$ cat src/rtl/bip_control_unit_if.sv
// ---------------------------------------------------------------------------
// bip_control_unit_if
//   Bundles the sequencer's control, program-memory and datapath-strobe
//   signals so they can be passed as one port.
//   master : the sequencer side (drives address, strobes, status)
//   slave  : the environment side (drives start/enable and memory data)
//   Signals:
//     i_start, i_enable   run control from the debug unit
//     o_pm_addr/i_pm_data program_memory address / read data
//     o_operand, o_sel_a, o_sel_b, o_op, o_wr_acc, o_wr_ram, o_rd_ram
//                         decoded controls for the accumulator/ALU/data RAM
//     o_halted, o_cycle_cnt, o_instr_cnt   status for the debug unit
// ---------------------------------------------------------------------------
interface bip_control_unit_if #(
  parameter int B     = 16,
  parameter int W     = 11,
  parameter int CNT_W = 32
);
  logic             i_start;
  logic             i_enable;
  logic [W-1:0]     o_pm_addr;
  logic [B-1:0]     i_pm_data;
  logic [W-1:0]     o_operand;
  logic [1:0]       o_sel_a;
  logic             o_sel_b;
  logic             o_op;
  logic             o_wr_acc;
  logic             o_wr_ram;
  logic             o_rd_ram;
  logic             o_halted;
  logic [CNT_W-1:0] o_cycle_cnt;
  logic [CNT_W-1:0] o_instr_cnt;

  modport master (
    input  i_start, i_enable, i_pm_data,
    output o_pm_addr, o_operand, o_sel_a, o_sel_b, o_op,
           o_wr_acc, o_wr_ram, o_rd_ram, o_halted, o_cycle_cnt, o_instr_cnt
  );

  modport slave (
    output i_start, i_enable, i_pm_data,
    input  o_pm_addr, o_operand, o_sel_a, o_sel_b, o_op,
           o_wr_acc, o_wr_ram, o_rd_ram, o_halted, o_cycle_cnt, o_instr_cnt
  );
endinterface

$ cat src/rtl/bip_control_unit.sv
// ---------------------------------------------------------------------------
// bip_control_unit
//   Instruction sequencer for the BIP processor. Owns the PC, addresses the
//   synchronous-read program memory, decodes each returned word into
//   single-cycle datapath strobes, and keeps halt/cycle/instruction status.
//   Ports:
//     clk      system clock (rising edge)
//     i_rst_n  asynchronous active-low reset
//     bus      bip_control_unit_if.master (start/enable, memory, strobes,
//              status)
//   Each instruction takes a FETCH cycle (address presented) and an EXEC
//   cycle (memory data valid, strobes asserted).
// ---------------------------------------------------------------------------
module bip_control_unit #(
  parameter int B     = 16,
  parameter int W     = 11,
  parameter int OPC_W = 5,
  parameter int CNT_W = 32
) (
  input  logic                   clk,
  input  logic                   i_rst_n,
  bip_control_unit_if.master     bus
);

  typedef enum logic [1:0] {
    ST_IDLE  = 2'd0,
    ST_FETCH = 2'd1,
    ST_EXEC  = 2'd2,
    ST_HALT  = 2'd3
  } state_e;

  localparam logic [OPC_W-1:0] OP_HLT  = 5'd0;
  localparam logic [OPC_W-1:0] OP_STO  = 5'd1;
  localparam logic [OPC_W-1:0] OP_LD   = 5'd2;
  localparam logic [OPC_W-1:0] OP_LDI  = 5'd3;
  localparam logic [OPC_W-1:0] OP_ADD  = 5'd4;
  localparam logic [OPC_W-1:0] OP_ADDI = 5'd5;
  localparam logic [OPC_W-1:0] OP_SUB  = 5'd6;
  localparam logic [OPC_W-1:0] OP_SUBI = 5'd7;

  state_e           state_q, state_d;
  logic [W-1:0]     pc_q, pc_d;
  logic [CNT_W-1:0] cycle_cnt_q, cycle_cnt_d;
  logic [CNT_W-1:0] instr_cnt_q, instr_cnt_d;

  logic [OPC_W-1:0] opcode_s;
  logic [W-1:0]     operand_s;
  logic [1:0]       sel_a_s;
  logic             sel_b_s;
  logic             op_s;
  logic             wr_acc_s;
  logic             wr_ram_s;
  logic             rd_ram_s;

  assign opcode_s = bus.i_pm_data[B-1 -: OPC_W];

  // State register: FSM state, PC and debug counters.
  always_ff @(posedge clk or negedge i_rst_n) begin
    if (!i_rst_n) begin
      state_q     <= ST_IDLE;
      pc_q        <= '0;
      cycle_cnt_q <= '0;
      instr_cnt_q <= '0;
    end else begin
      state_q     <= state_d;
      pc_q        <= pc_d;
      cycle_cnt_q <= cycle_cnt_d;
      instr_cnt_q <= instr_cnt_d;
    end
  end

  // Next-state, PC/counter update and instruction decode.
  // With i_enable low nothing advances and all decode outputs stay 0, so a
  // frozen EXEC simply replays once enable returns (memory address is held).
  always_comb begin
    state_d     = state_q;
    pc_d        = pc_q;
    cycle_cnt_d = cycle_cnt_q;
    instr_cnt_d = instr_cnt_q;
    operand_s   = '0;
    sel_a_s     = 2'd0;
    sel_b_s     = 1'b0;
    op_s        = 1'b0;
    wr_acc_s    = 1'b0;
    wr_ram_s    = 1'b0;
    rd_ram_s    = 1'b0;

    if (state_q == ST_EXEC) begin
      operand_s = bus.i_pm_data[W-1:0];
    end else begin
      operand_s = '0;
    end

    if (bus.i_enable) begin
      case (state_q)
        ST_IDLE: begin
          if (bus.i_start) begin
            state_d = ST_FETCH;
          end else begin
            state_d = ST_IDLE;
          end
        end
        ST_FETCH: begin
          cycle_cnt_d = cycle_cnt_q + CNT_W'(1);
          state_d     = ST_EXEC;
        end
        ST_EXEC: begin
          cycle_cnt_d = cycle_cnt_q + CNT_W'(1);
          instr_cnt_d = instr_cnt_q + CNT_W'(1);
          case (opcode_s)
            OP_STO:  wr_ram_s = 1'b1;
            OP_LD: begin
              rd_ram_s = 1'b1;
              wr_acc_s = 1'b1;
            end
            OP_LDI: begin
              sel_a_s  = 2'd1;
              wr_acc_s = 1'b1;
            end
            OP_ADD: begin
              rd_ram_s = 1'b1;
              sel_a_s  = 2'd2;
              wr_acc_s = 1'b1;
            end
            OP_ADDI: begin
              sel_a_s  = 2'd2;
              sel_b_s  = 1'b1;
              wr_acc_s = 1'b1;
            end
            OP_SUB: begin
              rd_ram_s = 1'b1;
              sel_a_s  = 2'd2;
              op_s     = 1'b1;
              wr_acc_s = 1'b1;
            end
            OP_SUBI: begin
              sel_a_s  = 2'd2;
              sel_b_s  = 1'b1;
              op_s     = 1'b1;
              wr_acc_s = 1'b1;
            end
            default: begin
              // HLT and unassigned opcodes (NOP) drive no strobes.
              wr_acc_s = 1'b0;
            end
          endcase
          if (opcode_s == OP_HLT) begin
            state_d = ST_HALT;
          end else begin
            pc_d    = pc_q + W'(1);   // wraps modulo 2^W
            state_d = ST_FETCH;
          end
        end
        ST_HALT: begin
          state_d = ST_HALT;
        end
        default: begin
          state_d = ST_IDLE;
        end
      endcase
    end else begin
      state_d = state_q;
    end
  end

  assign bus.o_pm_addr   = pc_q;
  assign bus.o_operand   = operand_s;
  assign bus.o_sel_a     = sel_a_s;
  assign bus.o_sel_b     = sel_b_s;
  assign bus.o_op        = op_s;
  assign bus.o_wr_acc    = wr_acc_s;
  assign bus.o_wr_ram    = wr_ram_s;
  assign bus.o_rd_ram    = rd_ram_s;
  assign bus.o_halted    = (state_q == ST_HALT);
  assign bus.o_cycle_cnt = cycle_cnt_q;
  assign bus.o_instr_cnt = instr_cnt_q;

endmodule

$ cat src/flat_wrapper.sv
// flat-port wrapper written by rule: the top's interface ports become plain ports
module bip_control_unit_flat 
#(
  parameter int B     = 16,
  parameter int W     = 11,
  parameter int OPC_W = 5,
  parameter int CNT_W = 32
)
  (clk, i_rst_n, bus_i_start, bus_i_enable, bus_i_pm_data, bus_o_pm_addr, bus_o_operand, bus_o_sel_a, bus_o_sel_b, bus_o_op, bus_o_wr_acc, bus_o_wr_ram, bus_o_rd_ram, bus_o_halted, bus_o_cycle_cnt, bus_o_instr_cnt);
  bip_control_unit_if #(.B(B), .W(W), .CNT_W(CNT_W)) bus_i ();
  input  logic clk;
  input  logic i_rst_n;
  input wire logic [$bits(bus_i.i_start)-1:0] bus_i_start;
  input wire logic [$bits(bus_i.i_enable)-1:0] bus_i_enable;
  input wire logic [$bits(bus_i.i_pm_data)-1:0] bus_i_pm_data;
  output wire logic [$bits(bus_i.o_pm_addr)-1:0] bus_o_pm_addr;
  output wire logic [$bits(bus_i.o_operand)-1:0] bus_o_operand;
  output wire logic [$bits(bus_i.o_sel_a)-1:0] bus_o_sel_a;
  output wire logic [$bits(bus_i.o_sel_b)-1:0] bus_o_sel_b;
  output wire logic [$bits(bus_i.o_op)-1:0] bus_o_op;
  output wire logic [$bits(bus_i.o_wr_acc)-1:0] bus_o_wr_acc;
  output wire logic [$bits(bus_i.o_wr_ram)-1:0] bus_o_wr_ram;
  output wire logic [$bits(bus_i.o_rd_ram)-1:0] bus_o_rd_ram;
  output wire logic [$bits(bus_i.o_halted)-1:0] bus_o_halted;
  output wire logic [$bits(bus_i.o_cycle_cnt)-1:0] bus_o_cycle_cnt;
  output wire logic [$bits(bus_i.o_instr_cnt)-1:0] bus_o_instr_cnt;
  assign bus_i.i_start = bus_i_start;
  assign bus_i.i_enable = bus_i_enable;
  assign bus_i.i_pm_data = bus_i_pm_data;
  assign bus_o_pm_addr = bus_i.o_pm_addr;
  assign bus_o_operand = bus_i.o_operand;
  assign bus_o_sel_a = bus_i.o_sel_a;
  assign bus_o_sel_b = bus_i.o_sel_b;
  assign bus_o_op = bus_i.o_op;
  assign bus_o_wr_acc = bus_i.o_wr_acc;
  assign bus_o_wr_ram = bus_i.o_wr_ram;
  assign bus_o_rd_ram = bus_i.o_rd_ram;
  assign bus_o_halted = bus_i.o_halted;
  assign bus_o_cycle_cnt = bus_i.o_cycle_cnt;
  assign bus_o_instr_cnt = bus_i.o_instr_cnt;
  bip_control_unit #(.B(B), .W(W), .OPC_W(OPC_W), .CNT_W(CNT_W)) u_core (.clk(clk), .i_rst_n(i_rst_n), .bus(bus_i));
endmodule
$ cat config.mk
export PLATFORM = sky130hd
export DESIGN_NAME = bip_control_unit_flat
export DESIGN_NICKNAME = d
export VERILOG_FILES = /design/src/rtl/bip_control_unit_if.sv /design/src/rtl/bip_control_unit.sv /design/src/flat_wrapper.sv
export SDC_FILE = /design/constraint.sdc
export NUM_CORES = 1
export LEC_CHECK = 0
export CORE_ASPECT_RATIO = 0.9
export CORE_MARGIN = 8
export CORE_UTILIZATION = 45
export DETAILED_ROUTE_END_ITERATION = 10
export PLACE_DENSITY = 0.77
export SYNTH_ARGS = -nofsm -noshare
export SYNTH_HDL_FRONTEND = slang
export SYNTH_SLANG_ARGS = --single-unit
$ cat constraint.sdc
create_clock -name clk -period 2.4 [get_ports clk]
set_clock_uncertainty 0.2 [all_clocks]
set_input_delay 0.36 -clock clk [delete_from_list [all_inputs] [get_ports clk]]
set_output_delay 0.36 -clock clk [all_outputs]
set_load 0.02 [all_outputs]
==> results of run 1 <==
[synthesized netlist by cell type, types with 2 or more instances]
| library cell | count |
|---|---|
| nor2_1 | 12 |
| dfrtp_1 | 77 |
| and2_1 | 17 |
| nor4_4 | 4 |
| inv_1 | 11 |
| and3_1 | 10 |
| and4_1 | 6 |
| nor3_2 | 2 |
| xnor2_1 | 52 |
| xor2_1 | 20 |
| nand4_1 | 25 |
| nand3_1 | 26 |
| ha_1 | 6 |
| clkbuf_1 | 4 |
| mux2_2 | 2 |
| nand2_1 | 30 |
| or4_1 | 3 |
| nor3_1 | 14 |
| a21oi_1 | 3 |
| nor4_1 | 4 |
[what timing repair did]
item | 4_1_cts | 5_1_grt
setup buffers | 0 | 0
gates cloned | 0 | 0
setup endpoints to repair | 18 | 13
hold buffers | 1 | 0
gates resized for setup | 36 | 10
endpoints found under the hold margin | 18 | 0
[placed cells by master, fill, tap and decap left out, drive strengths merged, types with 2 or more instances in the layout]
master	n
a21oi	3
xor2	20
buf	23
nor2	12
nand4	25
mux2	2
clkbuf	12
dlygate4sd2	12
ha	6
nand2	30
and2	17
xnor2	52
nor4	8
dfrtp	77
and4	6
or4	3
clkdlybuf4s50	94
nor3	16
inv	12
nand3	26
and3	10
[sequential cells by signal, summed over array words and instances, names as in the netlist]
signal and count:
u_core.bus.o_cycle_cnt 32, u_core.bus.o_instr_cnt 32, u_core.state_q 2, u_core.bus.o_pm_addr 11
[final cells by class]
type | instances | area share [%]
Sequential cell | 77 | 36.5
Multi-Input combinational cell | 246 | 33.2
Timing Repair Buffer | 130 | 23.2
Clock buffer | 12 | 2.94
Tap cell | 99 | 2.35
Clock inverter | 4 | 1.04
Inverter | 11 | 0.782
[through the flow]
stage          std cells  setup WS [ps]  instance area (um^2)  TNS [ps]  power (mW)
2_1_floorplan        340           91.2                  3710         0        2.27
3_3_place_gp         562           -280                  5070     -2350        2.89
3_5_place_dp         562           -369                  5070     -3530        2.91
4_1_cts              579           5.38                  5270         0        3.91
5_1_grt              579          -16.2                  5280     -30.8        4.10
6_report             579           84.7                  5280         0        3.86
[worst max path at each step]
stage	start	endpoint	slack, ps
after global placement	bus_i_enable	bus_o_sel_a[0]	-280
after CTS	u_core.state_q[0]$_DFFE_PN0P_	u_core.bus.o_instr_cnt[28]$_DFFE_PN0P_	5
after floorplan	u_core.state_q[0]$_DFFE_PN0P_	bus_o_sel_a[0]	90
after global routing	u_core.state_q[0]$_DFFE_PN0P_	u_core.bus.o_instr_cnt[29]$_DFFE_PN0P_	-20
after detailed placement	bus_i_enable	bus_o_sel_a[0]	-370
final	u_core.state_q[0]$_DFFE_PN0P_	bus_o_wr_acc	80
[layer usage]
metal | track usage, % | part of all wire [%] | up-vias
met5 | 0 | 0 | -
met4 | 5.35 | 1.2 | 0
met3 | 4.49 | 4.6 | 8
met2 | 28.4 | 51 | 66
met1 | 20.1 | 43 | 1424
li1 | - | - | 1447
[logic make-up (layout without fill, tap and decap cells)]
logic type	after synthesis	in the layout
simple gates	158	158
mux	2	2
compound gates	8	8
fa+ha+maj	6	6
flops	77	77
xor+xnor	72	72
buf+inv	17	157
[power groups by stage]
stage               clock [mW]  combinational (mW)  sequential, mW
global placement             0                1.24            1.65
CTS                       1.05                1.23            1.63
floorplan                    0               0.483            1.78
finish                    1.02                1.21            1.63
global route              1.11                1.33            1.66
detailed placement           0                1.27            1.65
[critical path: cells and delay by family, from the launching register on]
family                     cells  cell delay, ps
adders and majority gates      1             170
AOI/OAI and AO/OA              1             160
buffers and inverters          2             430
and+or+nand+nor                2             280
DFF                            1             380
==> results by group, run 1 <==
Run status
  • Status: complete, no violations

Place
  • Detailed placer's ending HPWL: approximately 7000 um
  • GP Congestion: slightly below 0.8
  • IO buf count: 113

Synth
  • Main combinational cell family by area after synthesis: simple AND/OR/NAND/NOR gates
  • Synth Area in XOR/XNOR: between 10% and 20%
  • Synth warn: 0
  • Mapped Area: between 3000 and 4000 um^2
  • Top_reg_cell synth: dfrtp_1
  • Yosys cell types: 32
  • Synth Instances: 340
  • Post-synthesis mux area share: 0.607%
  • Synth area leader: dfrtp_1
  • Compound-Gate Fraction of Synth Area: under 10%
  • #FFs+latches synth: 77
  • Synth Area in Adders: under 10%
  • Syn_area_per_cell: between 10 and 15 um^2
  • Area contributors post-synth: dfrtp_1 52%, xnor2_1 12%, xor2_1 4.7%
  • Area share of the largest cell type after synthesis: between 50% and 60%
  • Sequential-to-total area share from yosys stat: 51.9%
  • Post-synth EDFFs: 0
  • Async SR Flop Fraction: 100%
  • Syn_nets: approximately 370
  • Synth Area in Simple Gates: 25.0%

Global route
  • First-pass GRT wire length: about 15000 um
  • Largest net degree at the start of global routing: 60
  • Total gr overflow: 0
  • Number of global-route vias before repair: roughly 3000
  • Total GRT Usage: between 10% and 20%
  • Initial antenna violation count: 0

Cells and area
  • Area Growth Syn to Fin: 42.3%
  • Register area: just under 2000 um^2
  • Nets: between 500 and 600
  • Filler cells: 627
  • Final core occ: 65.8%
  • Multi-input gate area: roughly 1800 um^2
  • Share of cells above drive strength 1: a little under an eighth
  • # diodes: 0

Critical path
  • CP max stage delay: about 380 ps
  • Reg2Reg Launch Point: u_core.state_q[0]$_DFFE_PN0P_
  • Crit path max fanout: 3
  • WS Path Type: register to primary output
  • CP Launch Type: register
  • RR Endpoint: u_core.bus.o_instr_cnt[25]$_DFFE_PN0P_
  • Critical Path AT: around 1800 ps
  • Worst reg-to-reg setup slack: about 110 ps
  • CP Capture Type: primary output
  • Slowest CP cell: dfrtp_1
  • Cells along the critical path: inv_1 -> ha_1 -> nand2_1 -> nor3_4 -> o21a_1 -> dlygate4sd2_1
  • Req. time, crit path: about 1800 ps
  • Worst Reg2Reg Path Length in Cells: 7

Clock tree
  • Num CTS Buffers: 9
  • Bufs on Longest Clock Path: 2
  • Clock Sinks: 77
  • Clock Latency Late Sink: between 300 and 400 ps
  • H-tree depth: 3
  • CTS tree: built
  • CTS Root Cell: clkbuf_8
  • Worst-path clk slew: around 80 ps

STA
  • Unrepaired setup endpoints after global routing: true
  • Hold Violations, Final: 0
  • Period utilization: between 90% and 100%
  • Post-layout minimum cycle time: between 2000 and 2500 ps
  • Slew margin rel.: between 60% and 70%
  • Final hold slack: about 230 ps
  • Setup violations, final: 0
  • Final Max Slew Viols: 0
  • Tightest Pin Transition: roughly 460 ps
  • Max frequency: ~430 MHz

Die
  • Initial Util: between 40% and 50%
  • IO Pins: ~110
  • Core ar.: 8030 um^2
  • Die ar.: between 10000 and 15000 um^2
  • Die width: ~110 um
  • Standard-cell rows: 31
  • Die Height: around 100 um

Run
  • Max Cap Viol: 0

Power
  • Pwr/cell area: 731 nW/um^2
  • Sw power: 1.31 mW
  • Pleak: ~2.4 nW
  • Sequential power share: between 40% and 50%
  • Switch share: ~34%
  • Int Pwr: 2.55 mW
  • Clock share of power: around a quarter
  • Peak supply drop: roughly 0.71 mV
  • Gate power share: a little under a third

Drt
  • Vias: approximately 2900
  • DRC: 0
  • WL final: between 9000 and 10000 um
  • Vias per Instance: just over 5
  • DR pass1 iterations: 4
  • WL/cell: 15.8 um
  • Detail Route Antenna Nets: 0
  • Initial DRC count: between 90 and 100

Min path
  • HP Class: input port to async pin
Power figures use the tool's default switching activity.
==> inputs of run 2 (changes only) <==
- CORE_UTILIZATION: 45 -> 35
- GPL_ROUTABILITY_DRIVEN: default -> 0
- PLACE_DENSITY: 0.77 -> default
==> run 2 against run 1 <==
Routed wire length is 2.9% higher; cell area is 3.0% higher; setup slack better by 25 ps; critical path depth is 2 higher; cell count is 5.4% higher; combinational power hardly changed; sequential share of layout area is 1.1 points lower; flip-flop and latch count stayed put; fmax is 1.1% higher; clock power is 43% higher; first-iteration DRC count is 67% higher; critical path type is now register to register; utilization is 13 points lower; highest routed layer unchanged.
==> results by group, run 2 (synthesis results as in run 1) <==
Critical path
  • CP max stage delay: 480 ps (+100 ps)
  • Top delay family on crit path: simple AND/OR/NAND/NOR gates
  • Crit path max fanout: 15 (+12)
  • Critical Path AT: 2350 ps (+590 ps)
  • Slowest CP cell: or3_4
  • Cells along the critical path: inv_1 -> ha_1 -> buf_6 -> nand4_1 -> or3_4 -> buf_4 -> nor3_1 -> xor2_1
  • CP Launch Type: register
  • Critical path buffers and inverters: 3 (+1)
  • Req. time, crit path: 2460 ps (+620 ps)
  • CP Capture Type: register
  • WS Path Type: register to register

Global route
  • Largest net degree at the start of global routing: 40 (-33%)
  • First-pass GRT wire length: 15800 um (+2.6%)
  • Initial antenna violation count: 0 (unchanged)
  • Total GRT Usage: 13.6% (-3.0 points)
  • Total gr overflow: 0 (unchanged)
  • Number of global-route vias before repair: 3103 (+1.7%)

STA
  • Post-layout minimum cycle time: 2290 ps (-24.8 ps)
  • Unrepaired setup endpoints after global routing: true
  • Setup violations, final: 0 (unchanged)
  • Slew margin rel.: 66.0% (-3.4 points)
  • Max frequency: 437 MHz (+1.1%)
  • Period utilization: 95.4% (-1.0 points)
  • Final hold slack: 264 ps (+35.6 ps)
  • Hold Violations, Final: 0 (unchanged)
  • Final Max Slew Viols: 0 (unchanged)
  • Tightest Pin Transition: 510 ps (+51.5 ps)

Clock tree
  • CTS Root Cell: clkbuf_16
  • Setup repair bufs after CTS: 0 (unchanged)
  • Num CTS Buffers: 9 (unchanged)
  • Clock Latency Late Sink: 330 ps (about the same)
  • Bufs on Longest Clock Path: 2 (unchanged)
  • CTS tree: built
  • Clock Sinks: 77 (unchanged)
  • Worst-path clk slew: 60 ps (-20 ps)
  • H-tree depth: 3 (unchanged)

Cells and area
  • Commonest non-fill, non-tap cell in the layout: clkdlybuf4s50_1
  • Nets: 502 (+0.20%)
  • Final std cell area, no fill: 5440 um^2 (+3.0%)
  • # diodes: 0 (unchanged)
  • Area Growth Syn to Fin: 46.5%
  • Most frequent cells in the layout: 94 x clkdlybuf4s50_1, 77 x dfrtp_1, 52 x xnor2_1
  • Final core occ: 52.9% (-13 points)
  • Share of cells above drive strength 1: 11.6% (+0.18 points)

Die
  • Die Height: 114 um (+11%)
  • Standard-cell rows: 35 (+13%)
  • IO Pins: 114 (unchanged)
  • Die ar.: 14200 um^2 (+24%)
  • Die width: 125 um (+11%)
  • Core ar.: 10300 um^2 (+28%)
  • Initial Util: 36.1% (-10 points)

Drt
  • Detail Route Antenna Nets: 0 (unchanged)
  • WL/cell: 15.5 um (-2.3%)
  • WL final: 9430 um (+2.9%)
  • Initial DRC count: 157 (+67%)
  • DR pass1 iterations: 4 (unchanged)
  • Vias: 2977 (+1.1%)
  • DRC: 0 (unchanged)
  • Vias per Instance: 4.88 (-4.1%)

Place
  • IO buf count: 113 (unchanged)
  • DP Area: 5110 um^2 (+0.89%)
  • Detailed placer's ending HPWL: 7070 um (+1.3%)

Power
  • Pwr/cell area: 794 nW/um^2 (+8.7%)
  • Peak supply drop: 0.640 mV (-9.2%)
  • Pleak: 2.41 nW (+2.5%)
  • Power, Total: 4.32 mW (+12%)

Run status
  • Status: complete, no violations

Run
  • Max Cap Viol: 0 (unchanged)

Min path
  • HP Class: register to register
==> run 2: changes by cell type in the layout (fill, tap and decap cells not counted), moves of 2 or more <==
cell and change:
clkbuf_8 -10, clkbuf_16 +9, clkinv_2 +3, buf_2 -2, clkbuf_2 +2
==> run 2: repair_timing <==
| action | CTS | global route |
|---|---|---|
| endpoints found under the setup margin | 18 | 16 |
| resized for setup | 29 | 16 |
| hold endpoints to repair | 38 | 0 |
| hold buffers | 1 | 0 |
| pin swaps | 0 | 2 |
==> run 2: worst paths after layout <==
kind                       cells past startpoint                                endpoint                            startpoint  slack [ps]
max reg2reg                                    8  u_core.bus.o_instr_cnt[16]$_DFFE_PN0P_         u_core.state_q[0]$_DFFE_PN0P_         110
min                                            1    u_core.bus.o_pm_addr[10]$_DFFE_PN0P_  u_core.bus.o_pm_addr[10]$_DFFE_PN0P_         260
min reg2reg                                    1    u_core.bus.o_pm_addr[10]$_DFFE_PN0P_  u_core.bus.o_pm_addr[10]$_DFFE_PN0P_         260
max                                            8  u_core.bus.o_instr_cnt[16]$_DFFE_PN0P_         u_core.state_q[0]$_DFFE_PN0P_         110
max in group asynchronous                      3     u_core.bus.o_pm_addr[9]$_DFFE_PN0P_                               i_rst_n        1060
min in group asynchronous                      2  u_core.bus.o_cycle_cnt[31]$_DFFE_PN0P_                               i_rst_n         340
==> run 2: where the power goes <==
part | leakage [nW] | switching [mW] | internal (mW)
combinational | 1.23 | 0.644 | 0.581
sequential | 1.02 | 0.195 | 1.44
clock | 0.163 | 0.525 | 0.936
==> run 2: metrics by stage <==
step	TNS, ps	cells	setup WS (ps)
after floorplan	0	340	91.2
after CTS	0	610	7.39
after global placement	-3100	593	-284
final	0	610	110
after detailed placement	-3780	593	-333
after global routing	-14.4	610	-8.67
==> run 2: cell type report <==
type | instances | area [um^2]
Fill cell | 922 | 4850
Clock buffer | 10 | 239
Sequential cell | 77 | 1930
Clock inverter | 6 | 83.8
Tap cell | 129 | 161
Timing Repair Buffer | 131 | 1240
Multi-Input combinational cell | 246 | 1750
Inverter | 11 | 41.3
==> run 2: per-layer routing <==
layer | up-vias | track usage, % | share of wire, %
met4 | 0 | 5.53 | 1.8
met1 | 1459 | 15.8 | 43
met5 | - | 0 | 0
met2 | 52 | 22.8 | 50
met3 | 12 | 4.50 | 4.9
li1 | 1454 | - | -
